## config.mk

```make
export PLATFORM = sky130hd
export DESIGN_NAME = seq_priority_encoder
export DESIGN_NICKNAME = d
export VERILOG_FILES = /design/src/rtl/seq_priority_encoder.sv
export SDC_FILE = /design/constraint.sdc
export NUM_CORES = 1
export LEC_CHECK = 0
export CAP_MARGIN = 0
export CORE_MARGIN = 1.5
export CORE_UTILIZATION = 51
export CTS_BUF_LIST = sky130_fd_sc_hd__clkbuf_4 sky130_fd_sc_hd__clkbuf_8
export DETAILED_ROUTE_END_ITERATION = 10
export GPL_ROUTABILITY_DRIVEN = 0
export PLACE_DENSITY = 0.82
export SLEW_MARGIN = 20
export SYNTH_ARGS = -nofsm -noshare
export SYNTH_HDL_FRONTEND = slang
export SYNTH_SLANG_ARGS = --single-unit
```

## constraint.sdc

```tcl
create_clock -name clk -period 2.4 [get_ports clk]
set_input_delay 0.6 -clock clk [delete_from_list [all_inputs] [get_ports clk]]
set_output_delay 0.6 -clock clk [all_outputs]
set_load 0.02 [all_outputs]
```

## src/rtl/seq_priority_encoder.sv

```systemverilog
// rtl/seq_priority_encoder.sv - serialises a multi-hot request vector into binary indices
//
// Accepts an N-bit request vector over a valid/ready handshake, stores it, then
// emits the index of every set bit, one per output handshake, in priority order
// (lowest bit first when MSB_FIRST = 0, highest bit first when MSB_FIRST = 1).
//
// Ports:
//   clk        clock, rising edge
//   rst        asynchronous active-high reset
//   in_valid   request vector offered
//   in_ready   vector can be accepted (IDLE only)
//   in_vec     request vector, sampled on the input handshake
//   out_valid  out_idx holds a valid index
//   out_ready  consumer accepts the current index
//   out_idx    binary index of the current priority bit
//   out_last   current index is the final one of the vector
//   done       one-cycle pulse once the vector is fully serviced
//   count      popcount of the last accepted vector
//   onehot     last accepted vector had exactly one bit set
module seq_priority_encoder #(
  parameter int N = 8,
  parameter bit MSB_FIRST = 1'b0,
  localparam int W = $clog2(N)
) (
  input  logic         clk,
  input  logic         rst,
  input  logic         in_valid,
  output logic         in_ready,
  input  logic [N-1:0] in_vec,
  output logic         out_valid,
  input  logic         out_ready,
  output logic [W-1:0] out_idx,
  output logic         out_last,
  output logic         done,
  output logic [W:0]   count,
  output logic         onehot
);

  typedef enum logic {
    IDLE = 1'b0,
    SCAN = 1'b1
  } state_t;

  state_t       state;
  state_t       state_nxt;
  logic [N-1:0] pending;
  logic [N-1:0] pending_nxt;
  logic [N-1:0] pending_clr;
  logic [W:0]   vec_pop;
  logic [W-1:0] pri_idx;
  logic         single;
  logic         load;
  logic         done_nxt;

  // Popcount of the incoming vector; W+1 bits so that all-ones is representable.
  always_comb begin
    vec_pop = '0;
    for (int i = 0; i < N; i++) begin
      vec_pop = vec_pop + (W+1)'(in_vec[i]);
    end
  end

  // Priority index is taken from the stored vector only, so it stays stable
  // during a stall regardless of what the producer does with in_vec.
  // The loop direction is chosen so that the last match wins.
  always_comb begin
    pri_idx = '0;
    if (MSB_FIRST) begin
      for (int i = 0; i < N; i++) begin
        if (pending[i]) pri_idx = W'(i);
      end
    end else begin
      for (int i = N - 1; i >= 0; i--) begin
        if (pending[i]) pri_idx = W'(i);
      end
    end
  end

  // Exactly one bit set: non-zero and clearing the lowest set bit leaves zero.
  assign single = (pending != '0) && ((pending & (pending - N'(1))) == '0);

  always_comb begin
    pending_clr          = pending;
    pending_clr[pri_idx] = 1'b0;
  end

  assign out_idx = pri_idx;

  always_ff @(posedge clk or posedge rst) begin
    if (rst) begin
      state <= IDLE;
    end else begin
      state <= state_nxt;
    end
  end

  always_comb begin
    state_nxt   = state;
    pending_nxt = pending;
    load        = 1'b0;
    done_nxt    = 1'b0;
    in_ready    = 1'b0;
    out_valid   = 1'b0;
    out_last    = 1'b0;
    case (state)
      IDLE: begin
        in_ready = 1'b1;
        if (in_valid) begin
          pending_nxt = in_vec;
          load        = 1'b1;
          // An empty vector has nothing to serve: report completion directly.
          if (in_vec == '0) begin
            done_nxt = 1'b1;
          end else begin
            state_nxt = SCAN;
          end
        end
      end
      SCAN: begin
        out_valid = 1'b1;
        out_last  = single;
        if (out_ready) begin
          pending_nxt = pending_clr;
          if (single) begin
            state_nxt = IDLE;
            done_nxt  = 1'b1;
          end
        end
      end
      default: begin
        state_nxt = IDLE;
      end
    endcase
  end

  always_ff @(posedge clk or posedge rst) begin
    if (rst) begin
      pending <= '0;
      done    <= 1'b0;
      count   <= '0;
      onehot  <= 1'b0;
    end else begin
      pending <= pending_nxt;
      done    <= done_nxt;
      if (load) begin
        count  <= vec_pop;
        onehot <= (vec_pop == (W+1)'(1));
      end
    end
  end

endmodule

```

* After elaboration in Yosys (flattened, before gate mapping)
Index checks and enable logic that the tools add are counted.
** Word-level totals
- Bits in registers :: 15
- Bits in latches :: 0
- Memory bits (writable) :: 0
- Memory bits (read-only) :: 0
- Output and inout bits :: 12
- Logic and storage cells :: 56
- Memories :: 0
** Cells by class
- Add/sub/neg operators :: 8
- $mul :: 0
- Div/mod/pow operators :: 0
- Magnitude comparators :: 2
- Eq/ne operators :: 3
- Shifts and indexed selects :: 0
- Muxes and demuxes :: 28
- Bitwise operators :: 4
- Reduce and logical (&&, ||, !) cells :: 6
** Operators with widths (number)
- $mux 3 :: 8
- $add 4x1->4 :: 4
- $and 8x8->8 :: 2
- $logic_not 8->1 :: 2
- $mux 8 :: 2
- $pmux 8 s2 :: 1
- $mux 1 :: 14
- $not 8->8 :: 1
- $reduce_bool 8->1 :: 1
- $sub 8x1->8 const B :: 1
- $add 3x1->4 :: 1
- $eq 4x1->1 const B :: 1
- $lt 3x4->1 const B :: 1
- $ne 2x2->1 const B :: 2
- $pmux 1 s2 :: 2
- $add 2x1->3 :: 1
- $demux 1 s3 :: 1
- $ge 3x1->1 const B :: 1
- $add 1x1->2 :: 1
- $logic_and 1x1->1 :: 2
- $reduce_and 2->1 :: 1
- $not 1->1 :: 1

* Depth between registers and ports, before layout
- Word-level depth :: 16
- Depth in mapped cells :: 11

* Least setup slack after synthesis
OpenSTA, ideal clock, no wires.
- Path kind :: input -> register
- Start point :: in in_vec[0]
- End point :: reg onehot
- Arrival time :: 2.966 ns
- Required time :: 2.273 ns
- Setup slack :: -0.693 ns
- Stages :: 11
- Cell sequence :: inv_1 > fa_1 > fa_1 > fa_1 > inv_1 > ha_1 > inv_1 > fa_1 > nor2b_1 > a21oi_1 > o21ai_0
** Between the ends
- Cells in the longest elaborated chain, start to end :: 8
** RTL lines
- start, declared :: RTL line 29 : input logic [N-1:0] in_vec,
- $add 1x1->2 :: RTL line 59 : vec_pop = vec_pop + (W+1)'(in_vec[i]);
- $add 2x1->3 :: RTL line 59
- $add 3x1->4 :: RTL line 59
- $add 4x1->4 (4 in a row) :: RTL line 59
- $eq 4x1->1 :: RTL line 147 : onehot <= (vec_pop == (W+1)'(1));
- end signal, assigned :: RTL line 147
- end, declared :: RTL line 36 : output logic onehot
Every way passes these cells.
A chain may end at the register's enable or synchronous reset.

* Worst setup path in the final report
- Start point :: in in_vec[1]
- End point :: reg onehot
The elaborated chain is that of the path after synthesis.

==> out/results.tsv <==
metric	value	unit
status	finished with violations	
violated checks	negative setup slack	
Clk network pwr share	7.9	%
Reg clk slew, reported paths	0.10	ns
busiest grt layer	met2	
routing usage on met2	50.1	%
floorplan die height	48.0	um
Worst EP required	2.63	ns
worst skew pair latency	0.30	ns
largest net degree at the start of global routing	16	
IO Port Bufs	23	
Area Growth Syn to Fin	56.3	%
first-pass GRT wire length	4.68	mm
Sink Count	15	
final setup fails	5	
sw frac	43.7	%
final max-slew violation count	0	
VDD IR max	0.000794	V
worst-case clock buffer depth	2	
asr flop ratio synth	100	%
register area share after synthesis	36.3	%
RSZ-0062 raised after global routing	true	
number of synthesized register bits	15	
dpl hpwl	2.18	mm
Cell Pwr Density	1210	nW/um2
Detail Route Antenna Nets	0	
total core area	1940	um2
GR Util All Layers	29.9	%
Sequential Power Share	20.9	%
critical path endpoint category	flip-flop	
synthesized area	1030	um2
Arrival @ worst endpoint	3.18	ns
syn_area_per_cell	8.91	um2
Worst setup SP type	input pin	
post-synth top area cell	dfrtp_1	
Via density	5.60	
Overflow after GRT	0	
crit share post-route	123	%
CTS tree	built	
antenna cell count	0	
drt first pass iters	4	
Post-CTS Hold Buffers	0	
Achievable Freq	339	MHz
met1 track demand over resource	36.7	%
# DRC	0	
crit path setup slack, layout	-0.548	ns
max_slew headroom	61.5	%
Worst Hold Class	flip-flop to flip-flop	
most frequent cell after synthesis	inv_1	
vias in the first global route	1045	
reg-to-reg critical path endpoint	pending[7]	
starting density of the core	53.2	%
post-route cell area	1620	um2
grt met3 use	4.91	%
Tightest Pin Transition	0.577	ns
post-synth net total	136	
share of layout cells above drive strength 1	37.9	%
Starting DRT DRC Count	24	
Lkg Pwr	0.000776	uW
area post-placement	1510	um2
root buffer cell	clkbuf_4	
CTS buffer count	3	
Crit Path Max Fanout	2	
routed len/inst	15.3	um
EDFF count, synth	0	
Syn Inst Count	116	
switching power of the nets	856	uW
Int Pwr	1100	uW
combinational fraction of design power	71.2	%
synth cell count leaders	19 x inv_1, 15 x dfrtp_1, 9 x nand2_1, 8 x a21oi_1, 8 x o21ai_0	
Setup crit end	onehot	
top-area cell type share of the netlist area	36.3	%
synth top area cells	dfrtp_1 36%, fa_1 7.7%, inv_1 6.9%	
Synth Flop Type	dfrtp_1	
Ys Warns	0	
I/O Pins	24	
CP Class	input pin to flip-flop	
hold path start	count[0]	
Netlist cell types	35	
Max H-tree Level	1	
reg2reg start	pending[0]	
Die W	48.0	um
Site Rows	16	
Tmin final	2.95	ns
Critical path origin	in_vec[1]	
Fin Hold WS	0.487	ns
initial antenna violation count	0	
Max Cap Viol	0	
r2r setup slk	0.44	ns
nets@finish	190	
worst r2r path cells	5	
vias	1098	
Fin. Hold Viols	0	
Total Wirelength	2.99	mm
Die Footprint	2310	um2
Worst Skew	0.00774	ns
-- cell type report --
| class | instances | area [um2] |
|---|---|---|
| Multi-Input combinational cell | 77 | 637 |
| Tap cell | 27 | 33.8 |
| Fill cell | 124 | 327 |
| Sequential cell | 15 | 375 |
| Clock inverter | 1 | 5.00 |
| Inverter | 19 | 81.3 |
| Timing Repair Buffer | 54 | 460 |
| Clock buffer | 3 | 22.5 |
-- kinds of logic after synthesis --
group           after synthesis  synth area share, %
compound gates               35                 22.4
flops                        15                 36.3
simple gates                 32                 17.3
fa+ha+maj                    10                 14.5
buf+inv                      24                 9.44
-- per-stage QoR --
| stage | utilization, % | TNS (ns) | setup WS [ns] | power (uW) | std cells |
|---|---|---|---|---|---|
| 2_1_floorplan | - | -2.21 | -0.622 | 1170 | 116 |
| 3_3_place_gp | 77.5 | -6.37 | -1.25 | 1700 | 187 |
| 3_5_place_dp | 77.5 | -6.78 | -1.40 | 1740 | 187 |
| 4_1_cts | 81.9 | -2.13 | -0.579 | 1910 | 196 |
| 5_1_grt | 83.2 | -2.37 | -0.620 | 2100 | 196 |
| 6_report | 83.2 | -1.92 | -0.548 | 1960 | 196 |
-- sequential cells by signal, indices dropped and copies added, names as in the netlist --
| register | flops |
|---|---|
| state | 1 |
| onehot | 1 |
| pending | 8 |
| done | 1 |
| count | 4 |
-- worst min-delay path by stage --
stage	slack, ns	endpoint	cells past startpoint
finish	0.49	count[0]	2
floorplan	0.50	count[0]	1
detailed placement	0.47	count[0]	2
CTS	0.49	count[0]	2
global route	0.54	count[0]	2
global placement	0.46	count[0]	2
-- layout by cell type (no fill, tap or decap), types with 3 or more instances in the layout --
master,n
nor2_1,6
dfrtp_1,15
buf_6,3
clkbuf_4,3
buf_4,31
o21ai_0,6
ha_1,3
a22oi_1,3
inv_2,3
inv_1,14
a22o_1,3
nand2b_1,3
nand2_1,8
clkdlybuf4s50_1,16
a21oi_1,5
-- metal layers --
metal  part of all wire, %  routed length, um  up-vias
met4                   3.8                114        0
met1                    41               1230      529
met2                    51               1510       49
met5                     0                  0        -
li1                      -                  -      508
met3                   4.3                129       12
-- critical path: stages --
cell and delay (ns):
buf_6 0.08, inv_4 0.03, fa_1 0.49, fa_1 0.54
fa_2 0.44, inv_2 0.08, ha_4 0.12, inv_2 0.03
fa_2 0.55, nand3_2 0.08, o21ai_2 0.14
-- timing repair --
action,4_1_cts,5_1_grt
resized for setup,33,11
setup buffers,5,0
cloned,0,0
pin swaps,12,9
setup endpoints to repair,9,8
-- power groups by stage --
stage | Clock, uW | Sequential, uW | Combinational, uW
after floorplan | 0 | 479 | 688
after global placement | 0 | 407 | 1290
after detailed placement | 0 | 415 | 1320
after CTS | 153 | 409 | 1350
after global routing | 163 | 424 | 1510
final | 154 | 409 | 1390
Power figures use the tool's default switching activity.
==> edit 1 (same flow settings) <==
Set the parameter `N` to 32 (it was 8).
--- a/src/rtl/seq_priority_encoder.sv
+++ b/src/rtl/seq_priority_encoder.sv
@@ -19,5 +19,5 @@
 //   onehot     last accepted vector had exactly one bit set
 module seq_priority_encoder #(
-  parameter int N = 8,
+  parameter int N = 32,
   parameter bit MSB_FIRST = 1'b0,
   localparam int W = $clog2(N)
Ports: changed (resized count, in_vec and out_idx); port bits go from 24 to 52. No check against the original RTL was run, so the function may have changed too.
==> edit 1 against the original RTL <==
- the flow now stops in 5_1_grt
- synthesized area rose to 3.5 times the old value
==> edit 1: results (changes against the original RTL) <==
[outcome]
outcome = stopped before the end
stop_stage = 5_1_grt
tool.error = [ERROR GRT-0232] Routing congestion too high. Check the congestion heatmap in the GUI.

[clocking]
cts-htree-levels = 2  ; +1
root_buffer = clkbuf_8
cts.sinks = 41  ; +26
cts_buffers = 5  ; +2
clockBufferDepth = 2  ; unchanged

[synthesis]
yosysWarningCount = 0  ; unchanged
yosys.cell_types.count = 63  ; +80%
syn_nets = 490  ; +260%
synth.top_cells.by_count = nand2_1 (50), dfrtp_1 (41), inv_1 (41)
ys_seq_area_frac = 0.282  ; -0.0814
synth-async-reset-ratio = 1.00  ; unchanged
synth_compound_area_frac = 0.248  ; +0.0245
synthAdderAreaFrac = 0.159  ; +0.0142
synth_cells = 422  ; +260%
ys_top_cells_by_area = dfrtp_1 (28%), fa_1 (13%), nand2_1 (5.2%)
synth_flop_cell = dfrtp_1
synthXorXnorAreaFrac = 0.00722  ; +0.00722
synth.area.mux_share = 0.0165  ; +0.0165

[place]
portBuffers = 51  ; +120%
placed_cells = 707  ; +280%
post-dp-hpwl_um = 12000  ; +450%

[grt]
grt_util_all_layers = 0.767
grt_overflow = 9
grt_max_degree = 42

[edit 1: cell count changes after synthesis, sizes merged, moves of 10 or more]
cell / delta
a22o: +15
dfrtp: +26
fa: +20
inv: +23
nand2: +41
nand3: +10
nor2: +26
nor4: +14
o21ai: +29
[edit 1: cells by family after synthesis]
logic type / after synthesis
compound gates: 126
xor+xnor: 3
fa+ha+maj: 32
buf+inv: 60
flops: 41
mux: 6
simple gates: 154
[edit 1: per-layer routing]
metal / overflow / GRT usage
met1: 0 / 0.772
met2: 4 / 0.913
met3: 0 / 0.610
met4: 5 / 0.802
met5: 0 / 0.224
[edit 1: stage by stage]
stage                     worst slack (ps)  area [µm²]
after floorplan                      -2420        3740
after global placement               -3000        5460
after detailed placement             -3360        5460
after CTS                            -2680        6080
[edit 1: what timing repair did]
item                                   CTS
setup endpoints to repair               41
endpoints found under the hold margin    0
pin swaps                               57
buffers inserted                        19
gates resized for setup                198
